===== src/rtl/tkm_serial_addsub.sv =====
// Bit-serial adder/subtractor: one full add/sub cell plus a carry/borrow flop,
// operands in and result out through valid/ready handshakes, LSB first.
module tkm_serial_addsub #(
    parameter int WIDTH = 8
) (
    input  logic             clk,
    input  logic             rst,
    input  logic             in_valid,
    output logic             in_ready,
    input  logic             op_sub,
    input  logic [WIDTH-1:0] a,
    input  logic [WIDTH-1:0] b,
    output logic             out_valid,
    input  logic             out_ready,
    output logic [WIDTH-1:0] result,
    output logic             flag,
    output logic             busy,
    output logic             ser_bit,
    output logic             ser_valid
);

    localparam int CW = (WIDTH > 2) ? $clog2(WIDTH) : 1;

    typedef enum logic [1:0] {
        S_IDLE,
        S_RUN,
        S_DONE
    } state_t;

    state_t           state_reg;
    logic [WIDTH-1:0] a_sh_reg;
    logic [WIDTH-1:0] b_sh_reg;
    logic [WIDTH-1:0] result_reg;
    logic             carry_reg;
    logic             mode_reg;
    logic             flag_reg;
    logic [CW-1:0]    cnt_reg;

    logic x_bit;
    logic y_bit;
    logic sum_bit;
    logic carry_next;
    logic last_bit;

    // One cell serves both modes: only the carry/borrow generate term differs.
    assign x_bit      = a_sh_reg[0];
    assign y_bit      = b_sh_reg[0];
    assign sum_bit    = x_bit ^ y_bit ^ carry_reg;
    assign carry_next = mode_reg ? ((~x_bit & y_bit) | (~(x_bit ^ y_bit) & carry_reg))
                                 : ((x_bit & y_bit) | (carry_reg & (x_bit ^ y_bit)));
    assign last_bit   = (cnt_reg == CW'(WIDTH - 1));

    always_ff @(posedge clk) begin
        if (rst) begin
            state_reg  <= S_IDLE;
            a_sh_reg   <= '0;
            b_sh_reg   <= '0;
            result_reg <= '0;
            carry_reg  <= 1'b0;
            mode_reg   <= 1'b0;
            flag_reg   <= 1'b0;
            cnt_reg    <= '0;
        end else begin
            case (state_reg)
                S_IDLE: begin
                    if (in_valid) begin
                        a_sh_reg  <= a;
                        b_sh_reg  <= b;
                        mode_reg  <= op_sub;
                        carry_reg <= 1'b0;
                        cnt_reg   <= '0;
                        state_reg <= S_RUN;
                    end
                end
                S_RUN: begin
                    // Result fills from the MSB end so bit 0 lands at the LSB after WIDTH shifts.
                    a_sh_reg   <= a_sh_reg >> 1;
                    b_sh_reg   <= b_sh_reg >> 1;
                    result_reg <= {sum_bit, result_reg[WIDTH-1:1]};
                    carry_reg  <= carry_next;
                    cnt_reg    <= cnt_reg + CW'(1);
                    if (last_bit) begin
                        flag_reg  <= carry_next;
                        state_reg <= S_DONE;
                    end
                end
                S_DONE: begin
                    if (out_ready) begin
                        state_reg <= S_IDLE;
                    end
                end
                default: state_reg <= S_IDLE;
            endcase
        end
    end

    assign in_ready  = (state_reg == S_IDLE);
    assign busy      = (state_reg == S_RUN);
    assign ser_valid = (state_reg == S_RUN);
    assign ser_bit   = (state_reg == S_RUN) & sum_bit;
    assign out_valid = (state_reg == S_DONE);
    assign result    = result_reg;
    assign flag      = flag_reg;

endmodule


===== config.mk =====
export PLATFORM = sky130hd
export DESIGN_NAME = tkm_serial_addsub
export DESIGN_NICKNAME = d
export VERILOG_FILES = /design/src/rtl/tkm_serial_addsub.sv
export SDC_FILE = /design/constraint.sdc
export NUM_CORES = 1
export LEC_CHECK = 0
export ABC_AREA = 0
export CAP_MARGIN = 20
export CORE_ASPECT_RATIO = 1.1
export CORE_MARGIN = 1.5
export CORE_UTILIZATION = 40
export CTS_CLUSTER_SIZE = 8
export DETAILED_ROUTE_END_ITERATION = 10
export HOLD_SLACK_MARGIN = 0.12
export PLACE_DENSITY = 0.66
export SETUP_SLACK_MARGIN = 0.1
export SYNTH_ARGS = -nofsm -noshare
export SYNTH_HDL_FRONTEND = slang
export SYNTH_SLANG_ARGS = --single-unit
export TNS_END_PERCENT = 100

===== constraint.sdc =====
create_clock -name clk -period 1.8 [get_ports clk]
set_input_delay 0.36 -clock clk [delete_from_list [all_inputs] [get_ports clk]]
set_output_delay 0.36 -clock clk [all_outputs]
set_load 0.05 [all_outputs]

==> impl_metrics.env <==
export IMPL_status="finished with violations"
export IMPL_violations="setup timing"
export IMPL_routed_wirelength_um=3120
export IMPL_cpLargestDelayFamily="adder cells"
export IMPL_cp_max_fo=3
export IMPL_clk_latency_ns=0.28
export IMPL_grt_pass1_vias=1204
export IMPL_drv_cap=0
export IMPL_antenna_found_initial=0
export IMPL_period_minus_slack_ns=1.82
export IMPL_dieHeight_um=68.4
export IMPL_ys_seq_elements=32
export IMPL_synth_simple_area_share_pct=14.3
export IMPL_clock_skew_ns=0.00679
export IMPL_clkPwrFrac_pct=40.5
export IMPL_setup_viol=1
export IMPL_setup_slack_ns=-0.0243
export IMPL_seqPwrFrac_pct=42.2
export IMPL_grt_first_pass_wirelength_um=5150
export IMPL_grt_max_degree=24
export IMPL_ys_types=29
export IMPL_cts_root_buf="clkbuf_8"
export IMPL_worstPathRequired_ns=1.44
export IMPL_numCtsBuffers=5
export IMPL_p_int_mw=1.39
export IMPL_via_count=1204
export IMPL_die_w_um=62.5
export IMPL_crit_buf_inv=2
export IMPL_std_cell_rows=23
export IMPL_start_util_pct=42.2
export IMPL_synth_mux_area_share_pct=10.3
export IMPL_ir_worst_vdd_uv=465
export IMPL_end_kind="primary output"
export IMPL_antenna_cells=0
export IMPL_seq_area_frac_synth_pct=41.2
export IMPL_slew_headroom_pct=76.9
export IMPL_power_switching_mw=0.446
export IMPL_p_per_area_mw_per_mm2=886
export IMPL_grt_usage_pct=15.7
export IMPL_num_io_pins=35
export IMPL_drc=0
export IMPL_swShare_pct=24.3
export IMPL_fin_hold_ws_ns=0.474
export IMPL_synth_top_family_by_area="compound AO/OA/AOI/OAI gates"
export IMPL_drive_above_1_share_pct=34.9
export IMPL_synthCells=152
export IMPL_nNetsFinal=213
export IMPL_rsz0062_at_grt="true"
export IMPL_area_growth_syn_to_layout_pct=33.6
export IMPL_dpl_cell_count=230
export IMPL_slew_viol_final=0
export IMPL_criticalPathCategory="flip-flop to primary output"
export IMPL_fin_crit_sh_pct=101
export IMPL_synth_top_area_share_pct=41.2
export IMPL_place_congestion=0.696
export IMPL_firstDrtPassIters=4
export IMPL_clkSinkCount=32
export IMPL_io_buffers=34
export IMPL_ys_warn_count=0
export IMPL_synth_fp_nets=177
export IMPL_clockBufferDepth=2
export IMPL_final_cells=239
export IMPL_hold_class="flip-flop to flip-flop"
export IMPL_fmax_ghz=0.548
export IMPL_syn_area_mm2=0.00156
export IMPL_slowest_delay_ns=0.56
export IMPL_final_cell_area_mm2=0.00208
export IMPL_synth_xor_area_share_pct=0
export IMPL_wl_per_cell_um=13.1
export IMPL_dpl_cell_area_mm2=0.00193
export IMPL_synth_area_leaders="dfxtp_1 41%, a211oi_2 11%, mux2i_1 10%"
export IMPL_via_per_inst=5.04
export IMPL_synth_compound_area_share_pct=20.8
export IMPL_hold_viol=0
export IMPL_critical_path_cell_chain="fa_1 > nand2_2 > inv_2 > buf_12"
export IMPL_p_leak_nw=0.813
export IMPL_die_area_mm2=0.00427
export IMPL_synth_fa_ha_area_share_pct=4.18
export IMPL_h_tree_depth=2
export IMPL_critPathLaunchType="flip-flop"
export IMPL_clk_pin_slew_ns=0.07
export IMPL_comb_power_share_pct=17.2
export IMPL_final_antenna_net_count=0
export IMPL_dpl_hpwl_um=2240
export IMPL_slowest_stage="fa_1"
export IMPL_drt_iter0_markers=34
export IMPL_core_mm2=0.00368
export IMPL_critPathArrivalTime_ns=1.46
export IMPL_avgSynthCellArea_um2=10.2
export IMPL_yosysTopAreaCell="dfxtp_1"
export IMPL_worstMarginPinSlew_ns=0.345
export IMPL_overflow=0
export IMPL_cts_tree="yes"
worst register-to-register path, stage by stage (launching register included):
cell and delay (ns):
dfxtp_1 0.39, buf_6 0.26, o21ba_4 0.22, buf_12 0.16, nor2_2 0.05, a211oi_2 0.20
what timing repair did:
item | CTS | global route
hold buffers | 0 | 0
gates resized for setup | 5 | 3
buffers inserted | 1 | 0
setup endpoints to repair | 1 | 2
path summary, 6_finish.rpt:
check	startpoint	endpoint	slack [ns]	cells after the start
max	a_sh_reg[0]$_SDFFE_PP0P_	ser_bit	-0.02	4
min reg2reg	result[5]$_SDFFE_PP0P_	result[4]$_SDFFE_PP0P_	0.47	2
max reg2reg	state_reg[0]$_SDFFE_PP0P_	b_sh_reg[2]$_SDFFE_PP0P_	0.43	5
min	result[5]$_SDFFE_PP0P_	result[4]$_SDFFE_PP0P_	0.47	2
cells in the mapped netlist, drive strengths merged:
library cell / count
a211oi: 15
a21oi: 11
a22oi: 3
buf: 10
clkbuf: 2
dfxtp: 32
fa: 2
ha: 2
inv: 8
mux2i: 16
nand2: 17
nand2b: 1
nand3b: 2
nor2: 20
nor2b: 2
nor3b: 1
o211ai: 1
o21ai: 3
o21ba: 1
o21bai: 1
o32ai: 1
o41ai: 1
power by group through the flow:
stage | sequential, mW | clock [mW] | combinational [mW]
CTS | 0.778 | 0.767 | 0.319
floorplan | 0.795 | 0 | 0.209
global route | 0.782 | 0.794 | 0.343
finish | 0.777 | 0.746 | 0.317
global placement | 0.792 | 0 | 0.305
detailed placement | 0.794 | 0 | 0.312
cell families (layout without fill, tap and decap cells):
kind of cell | after synthesis | after routing
compound gates | 37 | 37
fa+ha+maj | 4 | 4
buf+inv | 20 | 57
flops | 32 | 32
mux | 16 | 16
simple gates | 43 | 43
metrics by stage:
step / worst slack (ns) / TNS, ns / power [mW] / util (%)
2_1_floorplan: 0.145 / 0 / 1.00 / -
3_3_place_gp: 0.181 / 0 / 1.10 / 52.4
3_5_place_dp: 0.180 / 0 / 1.11 / 52.4
4_1_cts: -0.0343 / -0.0343 / 1.86 / 56.2
5_1_grt: -0.103 / -0.103 / 1.92 / 56.4
6_report: -0.0243 / -0.0243 / 1.84 / 56.4
per-layer routing:
metal | track usage, % | up-vias | share of wire (%)
met1 | 15.5 | 577 | 40
met2 | 29.7 | 29 | 52
met3 | 5.59 | 6 | 6.5
met4 | 7.50 | 0 | 1.5
li1 | - | 592 | -
met5 | 0 | - | 0
cell type report:
cell class              count  area [µm²]
clock buffers               7        96.3
clock inverters             1        30.0
fillers                   337        1610
inverters                   8        30.0
multi-input cells         100         774
flip-flops and latches     32         648
well taps                  50        62.6
repair buffers             41         437
cells in the final DEF (no fill, tap or decap), types with 3 or more instances in the layout:
cell type	instances
dfxtp_1	28
clkdlybuf4s50_1	20
mux2i_1	16
nand2_1	16
nor2_2	14
a211oi_2	14
buf_4	14
a21oi_1	11
clkbuf_8	7
nor2_1	6
inv_1	6
buf_12	6
a22oi_1	3
dfxtp_2	3
No activity file was read; power rests on OpenSTA's default activity.
